===== config.mk =====
export PLATFORM = sky130hd
export DESIGN_NAME = lcd_bus_reader_flat
export DESIGN_NICKNAME = d
export VERILOG_FILES = /design/src/rtl/lcd_pkg.sv /design/src/rtl/lcd_bus_reader_if.sv /design/src/rtl/lcd_bus_reader.sv /design/src/flat_wrapper.sv
export SDC_FILE = /design/constraint.sdc
export NUM_CORES = 1
export LEC_CHECK = 0
export ABC_AREA = 0
export CAP_MARGIN = 20
export CORE_MARGIN = 2
export CORE_UTILIZATION = 56
export CTS_CLUSTER_SIZE = 8
export DETAILED_ROUTE_END_ITERATION = 7
export GPL_ROUTABILITY_DRIVEN = 1
export PLACE_DENSITY_LB_ADDON = 0.2
export SETUP_SLACK_MARGIN = 0.1
export SYNTH_ARGS = -nofsm -noshare
export SYNTH_HDL_FRONTEND = slang
export SYNTH_SLANG_ARGS = --single-unit

===== constraint.sdc =====
create_clock -name iCLK -period 5.1 [get_ports iCLK]
set_input_delay 0.765 -clock iCLK [delete_from_list [all_inputs] [get_ports iCLK]]
set_output_delay 0.765 -clock iCLK [all_outputs]
set_load 0.02 [all_outputs]

===== src/rtl/lcd_pkg.sv =====
// Shared definitions for the HD44780 character-LCD bus: read-engine state
// encoding, bus protocol constants and a small elaboration helper.
package lcd_pkg;

    typedef enum logic [2:0] {
        RD_IDLE  = 3'd0,
        RD_SETUP = 3'd1,
        RD_EN_HI = 3'd2,
        RD_EN_LO = 3'd3,
        RD_DONE  = 3'd4
    } lcd_rd_state_t;

    localparam int         LCD_BF_BIT    = 7;
    localparam logic [6:0] LCD_ADDR_MASK = 7'h7F;
    localparam logic       LCD_RW_READ   = 1'b1;
    localparam logic       LCD_RW_WRITE  = 1'b0;

    function automatic int lcd_max3(input int a, input int b, input int c);
        int m;
        m = (a > b) ? a : b;
        return (m > c) ? m : c;
    endfunction

endpackage


===== src/rtl/lcd_bus_reader_if.sv =====
// Request/response handshake plus LCD pad-side signals of the read engine.
// The slave modport is the reader; the master modport is whoever drives it.
interface lcd_bus_reader_if;

    logic       iStart;
    logic       iRS;
    logic       iPoll;
    logic       oReady;
    logic       oDone;
    logic [7:0] oData;
    logic       oTimeout;
    logic       oBusOwn;
    logic [7:0] LCD_DATA_IN;
    logic       LCD_RS;
    logic       LCD_RW;
    logic       LCD_EN;

    modport slave (
        input  iStart, iRS, iPoll, LCD_DATA_IN,
        output oReady, oDone, oData, oTimeout, oBusOwn,
        output LCD_RS, LCD_RW, LCD_EN
    );

    modport master (
        output iStart, iRS, iPoll, LCD_DATA_IN,
        input  oReady, oDone, oData, oTimeout, oBusOwn,
        input  LCD_RS, LCD_RW, LCD_EN
    );

endinterface


===== src/rtl/lcd_bus_reader.sv =====
// HD44780 read engine: one busy-flag/address or data read per request, or
// busy-flag polling until BF clears or the poll limit is reached.
module lcd_bus_reader #(
    parameter int SETUP_CYC   = 2,
    parameter int EN_HIGH_CYC = 25,
    parameter int EN_LOW_CYC  = 25,
    parameter int POLL_MAX    = 4095
) (
    input  logic              iCLK,
    input  logic              iRST_N,
    lcd_bus_reader_if.slave   bus
);

    import lcd_pkg::*;

    localparam int CNT_W = $clog2(lcd_max3(SETUP_CYC, EN_HIGH_CYC, EN_LOW_CYC) + 1);
    localparam int PC_W  = $clog2(POLL_MAX + 1);

    localparam logic [CNT_W-1:0] SETUP_LOAD = CNT_W'(SETUP_CYC - 1);
    localparam logic [CNT_W-1:0] EN_HI_LOAD = CNT_W'(EN_HIGH_CYC - 1);
    localparam logic [CNT_W-1:0] EN_LO_LOAD = CNT_W'(EN_LOW_CYC - 1);
    localparam logic [PC_W-1:0]  POLL_LIM   = PC_W'(POLL_MAX);

    lcd_rd_state_t    state_q, state_d;
    logic [CNT_W-1:0] cnt_q, cnt_d;
    logic [PC_W-1:0]  poll_cnt_q, poll_cnt_d;
    logic             rs_q, rs_d;
    logic             poll_q, poll_d;
    logic [7:0]       data_q, data_d;
    logic             timeout_q, timeout_d;

    logic phase_end;
    logic accept;
    logic sample;
    logic poll_again;

    assign phase_end  = (cnt_q == '0);
    assign accept     = (state_q == RD_IDLE) && bus.iStart;
    assign sample     = (state_q == RD_EN_HI) && phase_end;
    assign poll_again = poll_q && data_q[LCD_BF_BIT] && (poll_cnt_q < POLL_LIM);

    // State register and datapath flops; everything returns to idle values
    // asynchronously so EN drops the moment reset is asserted.
    // NOTE: sequential state uses non-blocking assignments only, so every
    // flop samples the pre-edge value of every other flop.
    always_ff @(posedge iCLK or negedge iRST_N) begin
        if (!iRST_N) begin
            state_q    <= RD_IDLE;
            cnt_q      <= '0;
            poll_cnt_q <= '0;
            rs_q       <= 1'b0;
            poll_q     <= 1'b0;
            data_q     <= 8'h00;
            timeout_q  <= 1'b0;
        end else begin
            state_q    <= state_d;
            cnt_q      <= cnt_d;
            poll_cnt_q <= poll_cnt_d;
            rs_q       <= rs_d;
            poll_q     <= poll_d;
            data_q     <= data_d;
            timeout_q  <= timeout_d;
        end
    end

    // NOTE: every signal assigned in a combinational block gets a default
    // first, so no path through the case statement can infer a latch.
    always_comb begin
        state_d = state_q;
        unique case (state_q)
            RD_IDLE:  if (bus.iStart) state_d = RD_SETUP;
            RD_SETUP: if (phase_end)  state_d = RD_EN_HI;
            RD_EN_HI: if (phase_end)  state_d = RD_EN_LO;
            RD_EN_LO: if (phase_end)  state_d = poll_again ? RD_SETUP : RD_DONE;
            RD_DONE:                  state_d = RD_IDLE;
            default:                  state_d = RD_IDLE;
        endcase
    end

    // One shared phase counter, reloaded whenever a timed state is entered.
    always_comb begin
        cnt_d = cnt_q;
        if (state_d != state_q) begin
            unique case (state_d)
                RD_SETUP: cnt_d = SETUP_LOAD;
                RD_EN_HI: cnt_d = EN_HI_LOAD;
                RD_EN_LO: cnt_d = EN_LO_LOAD;
                default:  cnt_d = '0;
            endcase
        end else if (!phase_end) begin
            cnt_d = cnt_q - 1'b1;
        end
    end

    // Request latching, bus sampling, poll counting and completion status.
    always_comb begin
        rs_d       = rs_q;
        poll_d     = poll_q;
        poll_cnt_d = poll_cnt_q;
        data_d     = data_q;
        timeout_d  = timeout_q;

        if (accept) begin
            rs_d       = bus.iRS;
            poll_d     = bus.iPoll && !bus.iRS;
            poll_cnt_d = '0;
        end

        if (sample) begin
            data_d = bus.LCD_DATA_IN;
            if (poll_cnt_q != POLL_LIM) begin
                poll_cnt_d = poll_cnt_q + 1'b1;
            end
        end

        if ((state_d == RD_DONE) && (state_q != RD_DONE)) begin
            timeout_d = poll_q && data_q[LCD_BF_BIT];
        end
    end

    // Output decode straight from the state register; RS/RW stay put from
    // SETUP entry until DONE exit.
    always_comb begin
        bus.oReady  = 1'b0;
        bus.oDone   = 1'b0;
        bus.oBusOwn = 1'b1;
        bus.LCD_RW  = LCD_RW_READ;
        bus.LCD_RS  = rs_q;
        bus.LCD_EN  = 1'b0;
        unique case (state_q)
            RD_IDLE: begin
                bus.oReady  = 1'b1;
                bus.oBusOwn = 1'b0;
                bus.LCD_RW  = LCD_RW_WRITE;
                bus.LCD_RS  = 1'b0;
            end
            RD_EN_HI: bus.LCD_EN = 1'b1;
            RD_DONE:  bus.oDone  = 1'b1;
            default: ;
        endcase
    end

    assign bus.oData    = data_q;
    assign bus.oTimeout = timeout_q;

endmodule


===== src/flat_wrapper.sv =====
// flat-port wrapper written by rule: the top's interface ports become plain ports
module lcd_bus_reader_flat import lcd_pkg::*;
#(
    parameter int SETUP_CYC   = 2,
    parameter int EN_HIGH_CYC = 25,
    parameter int EN_LOW_CYC  = 25,
    parameter int POLL_MAX    = 4095
)
  (iCLK, iRST_N, bus_iStart, bus_iRS, bus_iPoll, bus_LCD_DATA_IN, bus_oReady, bus_oDone, bus_oData, bus_oTimeout, bus_oBusOwn, bus_LCD_RS, bus_LCD_RW, bus_LCD_EN);
  lcd_bus_reader_if bus_i ();
  input  logic iCLK;
  input  logic iRST_N;
  input wire logic [$bits(bus_i.iStart)-1:0] bus_iStart;
  input wire logic [$bits(bus_i.iRS)-1:0] bus_iRS;
  input wire logic [$bits(bus_i.iPoll)-1:0] bus_iPoll;
  input wire logic [$bits(bus_i.LCD_DATA_IN)-1:0] bus_LCD_DATA_IN;
  output wire logic [$bits(bus_i.oReady)-1:0] bus_oReady;
  output wire logic [$bits(bus_i.oDone)-1:0] bus_oDone;
  output wire logic [$bits(bus_i.oData)-1:0] bus_oData;
  output wire logic [$bits(bus_i.oTimeout)-1:0] bus_oTimeout;
  output wire logic [$bits(bus_i.oBusOwn)-1:0] bus_oBusOwn;
  output wire logic [$bits(bus_i.LCD_RS)-1:0] bus_LCD_RS;
  output wire logic [$bits(bus_i.LCD_RW)-1:0] bus_LCD_RW;
  output wire logic [$bits(bus_i.LCD_EN)-1:0] bus_LCD_EN;
  assign bus_i.iStart = bus_iStart;
  assign bus_i.iRS = bus_iRS;
  assign bus_i.iPoll = bus_iPoll;
  assign bus_i.LCD_DATA_IN = bus_LCD_DATA_IN;
  assign bus_oReady = bus_i.oReady;
  assign bus_oDone = bus_i.oDone;
  assign bus_oData = bus_i.oData;
  assign bus_oTimeout = bus_i.oTimeout;
  assign bus_oBusOwn = bus_i.oBusOwn;
  assign bus_LCD_RS = bus_i.LCD_RS;
  assign bus_LCD_RW = bus_i.LCD_RW;
  assign bus_LCD_EN = bus_i.LCD_EN;
  lcd_bus_reader #(.SETUP_CYC(SETUP_CYC), .EN_HIGH_CYC(EN_HIGH_CYC), .EN_LOW_CYC(EN_LOW_CYC), .POLL_MAX(POLL_MAX)) u_core (.iCLK(iCLK), .iRST_N(iRST_N), .bus(bus_i));
endmodule

Word level (Yosys, flattened, before mapping)
Cells that the tools add are included.
{"block": "word_totals", "regBits": 31, "latchBits": 0, "ram_bits": 0, "rom_bits": 0, "inputBits": 13, "out_inout_bits": 15, "wordCells": 49, "memories": 0}
{"block": "classes", "n_addsub": 2, "n_mul": 0, "div_mod_pow": 0, "n_lt_le_gt_ge": 1, "eq_ne": 12, "shift": 0, "n_mux": 17, "n_bitwise": 0, "n_reduce_logical": 10}
{"operator": "two-way mux 12 bit", "count": 3}
{"operator": "two-way mux 3 bit", "count": 5}
{"operator": "adder 12 x 1 -> 12 bit (second input constant)", "count": 1}
{"operator": "== test 3 x 2 -> 1 bit (second input constant)", "count": 4}
{"operator": "< comparator 12 bit (second input constant)", "count": 1}
{"operator": "inequality test 12 bit (second input constant)", "count": 1}
{"operator": "case mux 3 bit (4 select lines)", "count": 1}
{"operator": "two-way mux 5 bit", "count": 2}
{"operator": "case mux 5 bit (2 select lines)", "count": 1}
{"operator": "== test 3 x 1 -> 1 bit (second input constant)", "count": 2}
{"operator": "== test 3 bit (second input constant)", "count": 2}
{"operator": "logical AND 1 bit", "count": 6}
{"operator": "logical NOT 5 bit", "count": 1}
{"operator": "two-way mux 1 bit", "count": 5}
{"operator": "subtractor 5 x 1 -> 5 bit (second input constant)", "count": 1}
{"operator": "logical NOT 3 bit", "count": 1}
{"operator": "inequality test 3 bit", "count": 1}
{"operator": "inequality test 3 bit (second input constant)", "count": 1}
{"operator": "inequality test 2 bit (second input constant)", "count": 1}
{"operator": "OR reduction 2 bit", "count": 1}
{"operator": "logical NOT 1 bit", "count": 1}

Longest topological paths before layout
Gate-level depths: netlist (run 1).
{"block": "depth", "depth_word": 9, "depth_mapped": 8, "ltp_nobuf": 6}

Least setup slack after synthesis (run 1)
OpenSTA, ideal clock, no wires.
{"block": "synth_timing", "path_kind": "register -> output", "from": "register u_core.state_q[1]", "to": "output bus_oBusOwn", "t_arrival_ns": 1.707, "slack_ns": 2.628, "stages_incl_launch_ff": 5, "n_path_buf": 2, "cell_sequence": "dfrtp_1 -> buf_2 -> nor3_1 -> inv_1 -> buf_4"}
{"block": "synth_between", "elab_chain_len": 2}
{"item": "start: declaration", "line": "lcd_bus_reader.sv:24", "rtl": "lcd_rd_state_t state_q, state_d;"}
{"item": "start signal: assignment", "line": "lcd_bus_reader.sv:56", "rtl": "state_q <= state_d;"}
{"item": "logical NOT 3 bit"}
{"item": "two-way mux 1 bit"}
{"item": "end: declaration", "line": "flat_wrapper.sv:21", "rtl": "output wire logic [$bits(bus_i.oBusOwn)-1:0] bus_oBusOwn;"}
Every way passes these cells.

Final worst setup path (run 1)
{"block": "layout_timing", "from": "register u_core.cnt_q[0]", "to": "register u_core.poll_cnt_q[6]"}
{"block": "layout_between", "elab_chain_len": 3}
{"item": "start: declaration", "line": "lcd_bus_reader.sv:25", "rtl": "logic [CNT_W-1:0] cnt_q, cnt_d;"}
{"item": "start signal: assignment", "line": "lcd_bus_reader.sv:57", "rtl": "cnt_q <= cnt_d;"}
{"item": "logical NOT 5 bit", "line": "lcd_bus_reader.sv:37", "rtl": "assign phase_end = (cnt_q == '0);"}
{"item": "logical AND 1 bit", "line": "lcd_bus_reader.sv:39", "rtl": "assign sample = (state_q == RD_EN_HI) && phase_end;"}
{"item": "two-way mux 12 bit", "line": "lcd_bus_reader.sv:109", "rtl": "if (sample) begin"}
{"item": "via u_core.poll_cnt_d[6]", "line": "lcd_bus_reader.sv:26", "rtl": "logic [PC_W-1:0] poll_cnt_q, poll_cnt_d;"}
{"item": "end signal: assignment", "line": "lcd_bus_reader.sv:58", "rtl": "poll_cnt_q <= poll_cnt_d;"}
{"item": "end: declaration", "line": "lcd_bus_reader.sv:26"}
The timed path passes the listed nets, and every way through them passes these cells.
A chain may end at the register's enable or synchronous reset.

==> results of run 1 <==
flip-flops by register name, summed over array words and instances, names as in the netlist:
signal               flops
u_core.state_q           3
u_core.poll_cnt_q       12
u_core.cnt_q             5
u_core.bus.oTimeout      1
u_core.poll_q            1
u_core.rs_q              1
u_core.bus.oData         8
synth_stat cells (3+ instances only):
cell / count
a21oi_1: 13
and2_1: 4
buf_2: 8
dfrtp_1: 31
ha_1: 3
inv_1: 7
mux2i_1: 4
nand2_1: 42
nand3_1: 6
nand4_1: 3
nor2_1: 3
nor3_1: 5
o21ai_0: 4
o31ai_1: 6
or3_1: 3
or4_1: 4
power groups by stage:
stage | clock, mW | combinational [mW] | sequential (mW)
after floorplan | 0 | 0.00365 | 0.260
after global placement | 0 | 0.0294 | 0.255
after detailed placement | 0 | 0.0296 | 0.255
after CTS | 0.170 | 0.0298 | 0.251
after global routing | 0.181 | 0.0321 | 0.251
final | 0.166 | 0.0292 | 0.251
worst min-delay path by stage:
stage | start | cells after the start | end | slack [ps]
after detailed placement | u_core.bus.oData[0] | 2 | u_core.bus.oData[0] | 460
final | u_core.rs_q | 2 | u_core.rs_q | 480
after global placement | u_core.rs_q | 2 | u_core.rs_q | 450
after floorplan | u_core.rs_q | 2 | u_core.rs_q | 440
after CTS | u_core.rs_q | 2 | u_core.rs_q | 490
after global routing | u_core.bus.oData[4] | 2 | u_core.bus.oData[4] | 510
critical path, stage by stage (launching register included):
cell	delay [ps]
dfrtp_1	420
inv_1	90
ha_1	160
nor4b_2	670
nand2_1	650
or4_1	650
a21oi_1	160
cell families (layout without fill, tap and decap cells):
group / after synthesis / after routing / synth area share, %
compound gates: 31 / 31 / 12.13
xor+xnor: 4 / 4 / 2.149
fa+ha+maj: 3 / 3 / 2.303
buf+inv: 19 / 43 / 6.140
flops: 31 / 31 / 47.58
mux: 4 / 4 / 2.456
simple gates: 84 / 84 / 27.25
metal layers:
metal	wire length, um	part of all wire (%)	global-route usage, %	vias to the layer above
met1	1505	45	30.84	644
met3	216	6.5	6.696	4
met5	0	0	0	-
li1	-	-	-	664
met4	19	0.57	9.302	0
met2	1581	48	36.85	57
stage by stage:
stage | worst slack (ps) | total power, mW | cell area [um2] | utilization [%] | hold WS, ps
3_3_place_gp | 2460 | 0.2849 | 1873 | 67.92 | 453.4
4_1_cts | 2250 | 0.4507 | 1942 | 70.42 | 489.0
6_report | 2220 | 0.4456 | 1942 | 70.42 | 484.0
3_5_place_dp | 2284 | 0.2851 | 1873 | 67.92 | 463.0
5_1_grt | 1967 | 0.4644 | 1942 | 70.42 | 511.3
2_1_floorplan | 2628 | 0.2632 | 1630 | - | 437.9
cell type report:
cell class | instances | area, um2 | share of cell area, %
tap | 31 | 38.79 | 1.997
clock buffer | 8 | 68.82 | 3.544
inverter | 7 | 26.28 | 1.353
timing repair buffer | 28 | 277.8 | 14.30
sequential | 31 | 775.7 | 39.95
multi-input combinational | 126 | 754.5 | 38.85
placed cells by master (no fill, tap or decap), types with 2 or more instances in the layout:
master / synthesis / final
and4_1: 2 / 2
nand4_1: 3 / 3
o21ai_0: 4 / 4
and2_1: 4 / 4
mux2i_1: 4 / 4
nor3_1: 5 / 5
ha_1: 3 / 3
clkdlybuf4s50_1: 0 / 27
clkbuf_4: 0 / 5
xor2_1: 2 / 2
clkbuf_8: 0 / 2
nand3_1: 6 / 6
a21oi_1: 13 / 13
o31ai_1: 6 / 6
nand2_1: 42 / 42
inv_1: 7 / 7
or4_1: 4 / 4
or3_1: 3 / 3
nor2_1: 3 / 3
dfrtp_1: 31 / 31
xnor2_1: 2 / 2
==> results.py, run 1 <==
metrics = {
    "run_status": {
        "status": "finished, final reports clean",
    },
    "global_routing": {
        "first_global_vias": 1308,
        "grt_pass1_wl_um": 5961,
        "antenna_found_initial": 0,
        "grt_max_degree": 32,
        "grt_usage_pct": 23.47,
        "overflow": 0,
    },
    "timing": {
        "max_freq_mhz": 347.2,
        "setup_viol": 0,
        "slew_violations": 0,
        "clock_skew_ps": 6.246,
        "worst_slew_pin_slew_ps": 821.6,
        "tns_ps": 0,
        "finalCriticalPeriod_ps": 2880,
        "hold_violations": 0,
        "maxSlewHeadroom_pct": 45.08,
        "period_share_pct": 56.48,
        "grt_setup_unrepaired": "false",
    },
    "critical_path": {
        "cp_data_required_time_ps": 5350,
        "reg2reg_depth": 6,
        "timing.critical_path.from_type": "flop",
        "r2r-end": "u_core.poll_cnt_q[6]",
        "rrSetupSlack_ps": 2220,
        "crit_path_start": "u_core.cnt_q[0]",
        "reg2reg_from": "u_core.cnt_q[0]",
        "critical_path.max_fanout": 24,
        "worstSetupEndpointType": "flop",
        "critical_path_class": "flop to flop",
        "crit_arrival_ps": 3130,
        "crit_end": "u_core.poll_cnt_q[6]",
    },
    "synth": {
        "netlist-cell-type-count": 42,
        "syn_area_per_cell_um2": 9.263,
        "synth-seq-cells": 31,
        "ys_async_sr_fraction_pct": 100.0,
        "netlist_instances": 176,
        "synth_area_um2": 1630,
        "ys.flop_type": "dfrtp_1",
        "yosys_warnings": 0,
        "seq_area_frac_synth_pct": 47.58,
        "synth_edf_count": 0,
        "synth_nets": 192,
        "yosysTopAreaCell": "dfrtp_1",
        "yosys-top-cells-area": "dfrtp_1 48%, nand2_1 9.7%, a21oi_1 4.0%",
        "yosysTopAreaCellShare_pct": 47.58,
    },
    "clock_network": {
        "cts_tree": "built",
        "htree_levels": 2,
        "cts_made_buffers": 5,
        "clockBufferDepth": 2,
        "ctsRootBufferMaster": "clkbuf_4",
        "cts_sinks": 31,
        "clk_pin_slew_worst_paths_ps": 100,
        "cts_resized": 0,
        "postCtsSetupRepairBufs": 0,
        "clock_latency_ps": 330,
        "cts_hold_buf": 0,
    },
    "floorplan": {
        "die-area_um2": 3359,
        "start_util_pct": 59.12,
        "die_w_um": 57.96,
        "ios": 28,
        "die_h_um": 57.96,
        "core-area_um2": 2758,
        "fp-row-count": 19,
    },
    "detailed_routing": {
        "viasPerCell": 5.926,
        "post-route-drc-count": 0,
        "vias": 1369,
        "drt-wirelength-per-cell_um": 14.39,
        "wl_um": 3323,
        "drt-initial-drc-count": 74,
        "postRouteAntennaNets": 0,
        "dr.pass1.iters": 4,
    },
    "power": {
        "pwr-share-comb_pct": 6.6,
        "p_leak_nw": 0.7900,
        "p_clk_share_pct": 37.2,
        "ir_worst_vdd_v": 0.0002049,
        "power.internal_uw": 345.4,
        "power-per-cell-area_nw_per_um2": 229.5,
        "p_sw_share_pct": 22.48,
        "p_seq_share_pct": 56.3,
        "switchingPower_uw": 100.2,
    },
    "final_layout": {
        "nNetsFinal": 215,
        "fin_cells": 231,
        "num_antenna_cells": 0,
        "drive_above_1_share_pct": 6.000,
        "fillCellCount": 224,
        "syn2layout_area_growth_pct": 19.11,
    },
    "placed_design": {
        "dp_hpwl_um": 2312,
        "routabilityCongestion": 0.8060,
        "place_inst": 223,
        "io_buffers": 27,
    },
    "hold_path": {
        "hold_path.class": "flop to flop",
    },
    "run": {
        "maxCapViolCount": 0,
    },
}
No activity file was read; power rests on OpenSTA's default activity.
==> run 2, diff against run 1 <==
--- a/config.mk
+++ b/config.mk
@@ -8,7 +8,7 @@
 export ABC_AREA = 0
 export CAP_MARGIN = 20
 export CORE_MARGIN = 2
-export CORE_UTILIZATION = 56
+export CORE_UTILIZATION = 47
 export CTS_CLUSTER_SIZE = 8
 export DETAILED_ROUTE_END_ITERATION = 7
 export GPL_ROUTABILITY_DRIVEN = 1
==> constraint.sdc (replaced) <==
create_clock -name iCLK -period 2.4 [get_ports iCLK]
set_input_delay 0.36 -clock iCLK [delete_from_list [all_inputs] [get_ports iCLK]]
set_output_delay 0.36 -clock iCLK [all_outputs]
set_load 0.02 [all_outputs]
==> results.py, run 2 (synthesized netlist as in run 1, its figures left out) <==
metrics = {
    "detailed_routing": {
        "wl_met2_um": 1673,
        "post-route-drc-count": 0,
        "vias": 1372,
        "viasPerCell": 5.532,
        "drt-wirelength-per-cell_um": 14.00,
        "postRouteAntennaNets": 0,
        "maxUsedRoutingLayer": "met4",
        "wl_um": 3473,
        "met3_wirelength_um": 222,
        "dr.pass1.iters": 4,
        "drt-initial-drc-count": 82,
        "wl_met1_um": 1509,
    },
    "final_layout": {
        "fillCellCount": 303,
        "multi_input_area_um2": 762.0,
        "regArea_um2": 775.7,
        "layout_common_cells": "42 x nand2_1, 31 x dfrtp_1, 27 x clkdlybuf4s50_1, 13 x a21oi_1, 7 x inv_1",
        "nNetsFinal": 217,
        "largest_reg_flops": 12,
        "largest-register": "u_core.poll_cnt_q",
        "drive_above_1_share_pct": 8.416,
        "num_antenna_cells": 0,
        "syn2layout_area_growth_pct": 22.72,
        "final_common_cell": "nand2_1",
    },
    "critical_path": {
        "crit_arrival_ps": 1840,
        "reg2reg_from": "u_core.poll_cnt_q[0]",
        "critPathMaxStageDelay_ps": 600,
        "crit_path_cell_trace": "nor2_2, and2_1, clkdlybuf4s50_1",
        "timing.critical_path.from_type": "flop",
        "critical_path.max_fanout": 8,
        "crit_slowest_cell": "clkdlybuf4s50_1",
        "worstSetupEndpointType": "output pin",
        "worstPathBufferInverterCount": 1,
        "critical_path_class": "flop to output pin",
        "rrSetupSlack_ps": 460,
        "crit_end": "bus_oDone",
        "reg2reg_depth": 5,
        "r2r-end": "u_core.poll_cnt_q[6]",
        "crit_path_start": "u_core.state_q[1]",
        "cp_data_required_time_ps": 2040,
        "crit_family": "buffers and inverters",
        "cp.depth": 3,
    },
    "timing": {
        "hold_violations": 0,
        "grt_setup_unrepaired": "false",
        "max_freq_mhz": 455.4,
        "slew_violations": 0,
        "setup_viol": 0,
        "period_share_pct": 91.50,
        "fin_ws_ps": 203.9,
        "tns_ps": 0,
        "worst_slew_pin_slew_ps": 416.6,
        "finalCriticalPeriod_ps": 2196,
        "maxSlewHeadroom_pct": 71.97,
        "clock_skew_ps": 6.730,
    },
    "power": {
        "p_leak_nw": 0.8093,
        "ir_worst_vdd_v": 0.0003014,
        "total_power_mw": 1.024,
        "power-per-cell-area_nw_per_um2": 511.8,
    },
    "global_routing": {
        "first_global_vias": 1341,
        "overflow": 0,
        "grt_pass1_wl_um": 6023,
        "grt_max_degree": 32,
        "antenna_found_initial": 0,
        "grt_usage_pct": 19.47,
    },
    "placed_design": {
        "routabilityCongestion": 0.7606,
        "io_buffers": 27,
        "dp_hpwl_um": 2550,
        "place_ws_ps": 467.0,
    },
    "clock_network": {
        "cts_tree": "built",
        "postCtsSetupRepairBufs": 0,
        "cts_made_buffers": 5,
        "ctsRootBufferMaster": "clkbuf_4",
        "clk_pin_slew_worst_paths_ps": 100,
        "htree_levels": 2,
        "clock_latency_ps": 340,
        "clockBufferDepth": 2,
        "cts_sinks": 31,
    },
    "floorplan": {
        "die_h_um": 62.90,
        "start_util_pct": 48.86,
        "ios": 28,
        "fp-row-count": 21,
        "die_w_um": 62.90,
        "die-area_um2": 3956,
        "core-area_um2": 3337,
    },
    "run_status": {
        "status": "finished, final reports clean",
    },
    "run": {
        "maxCapViolCount": 0,
    },
    "hold_path": {
        "hold_path.class": "input port to async pin",
    },
}
## run 2: changes by cell type in the layout (fill, tap and decap cells not counted)
cell / change
nor3_2: +1
clkinv_2: +1
nor2_2: +1
nor2_1: -1
buf_4: +2
clkbuf_8: -1
bufinv_16: +1
clkbuf_1: -1
nor3_1: -1
## run 2: stage by stage
step                      instances  utilization [%]  cell area [um2]  hold WS, ps
after global placement          240            57.14             1907        462.0
after CTS                       248            59.88             1998        404.7
after floorplan                 176                -             1630        64.41
after detailed placement        240            57.14             1907        465.9
after global routing            248            59.96             2001        422.4
final                           248            59.96             2001        398.9
## run 2: repair_timing
item | in CTS | in global routing
gates cloned | 0 | 0
hold buffers | 0 | 0
resized for setup | 1 | 1
setup endpoints to repair | 2 | 1
## run 2: power breakdown
group          switching (mW)  internal, mW  total (mW)  leakage (nW)
sequential            0.00409         0.529       0.533         0.370
clock                   0.183         0.246       0.429        0.0482
combinational          0.0291        0.0330      0.0621         0.391
total                   0.216         0.808        1.02         0.809
## run 2: worst min path at each step
stage / start / to / slack, ps
final: iRST_N / u_core.poll_cnt_q[0] / 400
after global routing: iRST_N / u_core.poll_cnt_q[0] / 420
after CTS: iRST_N / u_core.poll_cnt_q[0] / 400
after detailed placement: u_core.bus.oData[2] / u_core.bus.oData[2] / 470
after global placement: u_core.rs_q / u_core.rs_q / 460
after floorplan: iRST_N / u_core.bus.oData[0] / 60
## run 2: area by class of cell
type	count	share of cell area, %
Tap cell	46	2.877
Clock inverter	2	1.751
Clock buffer	6	2.564
Sequential cell	31	38.77
Inverter	7	1.313
Multi-Input combinational cell	126	38.09
Timing Repair Buffer	30	14.63
## run 2: worst reg2reg max path: stages (launching register included)
cell     delay, ps
dfrtp_1        410
ha_1           270
and4_1         260
and3_4         250
or4_1          510
a21oi_1        160
## run 2: layer usage
layer,global-route usage (%),up-vias
met5,0,-
met4,9.167,0
met3,5.045,7
met2,31.91,50
met1,23.84,643
li1,-,672
==> run 3, diff against run 2 <==
--- a/config.mk
+++ b/config.mk
@@ -7,9 +7,10 @@
 export LEC_CHECK = 0
 export ABC_AREA = 0
 export CAP_MARGIN = 20
+export CORE_ASPECT_RATIO = 1.4
 export CORE_MARGIN = 2
 export CORE_UTILIZATION = 47
-export CTS_CLUSTER_SIZE = 8
+export CTS_CLUSTER_SIZE = 25
 export DETAILED_ROUTE_END_ITERATION = 7
 export GPL_ROUTABILITY_DRIVEN = 1
 export PLACE_DENSITY_LB_ADDON = 0.2
==> results.py, run 3 (synthesized netlist as in run 1, its figures left out) <==
metrics = {
    "detailed_routing": {
        "wl_met1_um": 1397,
        "post-route-drc-count": 0,
        "maxUsedRoutingLayer": "met4",
        "vias": 1379,
        "wl_met2_um": 1975,
        "met3_wirelength_um": 142,
        "drt-wirelength-per-cell_um": 14.76,
        "drt-initial-drc-count": 24,
        "viasPerCell": 5.698,
        "postRouteAntennaNets": 0,
        "dr.pass1.iters": 4,
        "wl_um": 3571,
    },
    "timing": {
        "tns_ps": 0,
        "setup_viol": 0,
        "finalCriticalPeriod_ps": 2207,
        "maxSlewHeadroom_pct": 73.99,
        "period_share_pct": 91.95,
        "hold_violations": 0,
        "max_freq_mhz": 453.2,
        "clock_skew_ps": 4.092,
        "slew_violations": 0,
        "grt_setup_unrepaired": "false",
        "worst_slew_pin_slew_ps": 387.1,
    },
    "floorplan": {
        "start_util_pct": 48.71,
        "die_h_um": 73.69,
        "die_w_um": 53.78,
        "die-area_um2": 3962,
        "core-area_um2": 3347,
        "fp-row-count": 25,
        "ios": 28,
    },
    "power": {
        "p_sw_share_pct": 20.61,
        "pwr-share-comb_pct": 6.0,
        "ir_worst_vdd_v": 0.0004440,
        "switchingPower_uw": 213.9,
        "power-per-cell-area_nw_per_um2": 517.1,
        "p_clk_share_pct": 42.6,
        "p_leak_nw": 0.8126,
        "p_seq_share_pct": 51.4,
        "power.internal_uw": 823.9,
    },
    "clock_network": {
        "postCtsSetupRepairBufs": 0,
        "htree_levels": 2,
        "ctsRootBufferMaster": "clkbuf_8",
        "clockBufferDepth": 2,
        "cts_made_buffers": 5,
        "cts_tree": "built",
        "cts_sinks": 31,
        "clk_pin_slew_worst_paths_ps": 60,
        "clock_latency_ps": 280,
    },
    "placed_design": {
        "dp_hpwl_um": 2606,
        "routabilityCongestion": 0.7750,
        "place_area_um2": 1899,
        "io_buffers": 27,
    },
    "final_layout": {
        "syn2layout_area_growth_pct": 23.10,
        "fin_area_um2": 2007,
        "largest_reg_flops": 12,
        "drive_above_1_share_pct": 7.921,
        "largest-register": "u_core.poll_cnt_q",
        "post-route-util_pct": 59.96,
        "final_common_cell": "nand2_1",
        "num_antenna_cells": 0,
        "layout_common_cells": "42 x nand2_1, 31 x dfrtp_1, 27 x clkdlybuf4s50_1, 13 x a21oi_1",
        "nNetsFinal": 217,
        "fillCellCount": 276,
    },
    "critical_path": {
        "r2r-end": "u_core.poll_cnt_q[0]",
        "critical_path.max_fanout": 8,
        "crit_arrival_ps": 1850,
        "rrSetupSlack_ps": 370,
        "critical_path_class": "flop to output pin",
        "timing.critical_path.from_type": "flop",
        "cp_data_required_time_ps": 2040,
        "crit_slowest_cell": "clkdlybuf4s50_1",
        "crit_path_cell_trace": "nor3b_2, clkdlybuf4s50_1",
        "worstSetupEndpointType": "output pin",
        "critPathMaxStageDelay_ps": 680,
        "reg2reg_depth": 7,
        "reg2reg_from": "u_core.cnt_q[0]",
    },
    "run": {
        "maxCapViolCount": 0,
    },
    "global_routing": {
        "antenna_found_initial": 0,
        "grt_pass1_wl_um": 6016,
        "grt_usage_pct": 21.32,
        "grt_max_degree": 32,
        "first_global_vias": 1366,
        "overflow": 0,
    },
    "hold_path": {
        "hold_path.class": "input port to async pin",
    },
    "run_status": {
        "status": "finished, final reports clean",
    },
}
[run 3: cell count changes in the layout (fill, tap and decap cells not counted), sizes merged]
cell and delta:
clkbuf +2, bufinv -1, clkinv -1
[run 3: worst max path at each step]
| stage | start | endpoint | slack [ps] | cells after the start |
|---|---|---|---|---|
| finish | u_core.state_q[1] | bus_LCD_EN | 190 | 2 |
| global route | u_core.state_q[1] | bus_LCD_EN | 130 | 2 |
| CTS | u_core.state_q[0] | bus_oReady | 120 | 2 |
| detailed placement | u_core.cnt_q[0] | u_core.poll_cnt_q[0] | 370 | 7 |
| global placement | u_core.state_q[0] | bus_oReady | 480 | 2 |
| floorplan | u_core.state_q[1] | bus_oBusOwn | 330 | 4 |
[run 3: layout make-up]
type | instances | area (um2) | share of cell area [%]
multi-input cells | 126 | 762.0 | 37.97
flip-flops and latches | 31 | 775.7 | 38.65
repair buffers | 30 | 292.8 | 14.59
well taps | 40 | 50.05 | 2.494
clock buffers | 8 | 100.1 | 4.988
inverters | 7 | 26.28 | 1.309
[run 3: per-stage QoR]
step | power, mW | hold slack [ps] | setup slack, ps | cells
CTS | 1.056 | 477.8 | 121.6 | 242
global placement | 0.6044 | 457.1 | 483.1 | 234
finish | 1.038 | 475.1 | 193.3 | 242
detailed placement | 0.6062 | 461.5 | 366.7 | 234
global route | 1.085 | 505.3 | 132.7 | 242
floorplan | 0.5593 | 64.41 | 332.5 | 176
[run 3: worst max-delay path: cells and delay by family (launching register included)]
kind / cells / cell delay, ps
buf+inv: 1 / 680
flops: 1 / 500
simple gates: 1 / 400
[run 3: what timing repair did]
action | 4_1_cts | 5_1_grt
hold buffers | 0 | 0
gates resized for setup | 0 | 2
endpoints found under the setup margin | 0 | 5
endpoints found under the hold margin | 0 | 0
[run 3: power by group through the flow]
stage	Combinational [mW]	Clock [mW]	Sequential, mW
6_report	0.0622	0.442	0.533
5_1_grt	0.0681	0.483	0.533
4_1_cts	0.0640	0.459	0.533
3_5_place_dp	0.0636	0	0.543
3_3_place_gp	0.0618	0	0.543
2_1_floorplan	0.00776	0	0.552
[run 3: metal layers]
metal / up-vias / global-route usage, %
met5: - / 0
met2: 29 / 38.21
met3: 5 / 6.301
met4: 0 / 8.547
li1: 666 / -
met1: 679 / 22.38
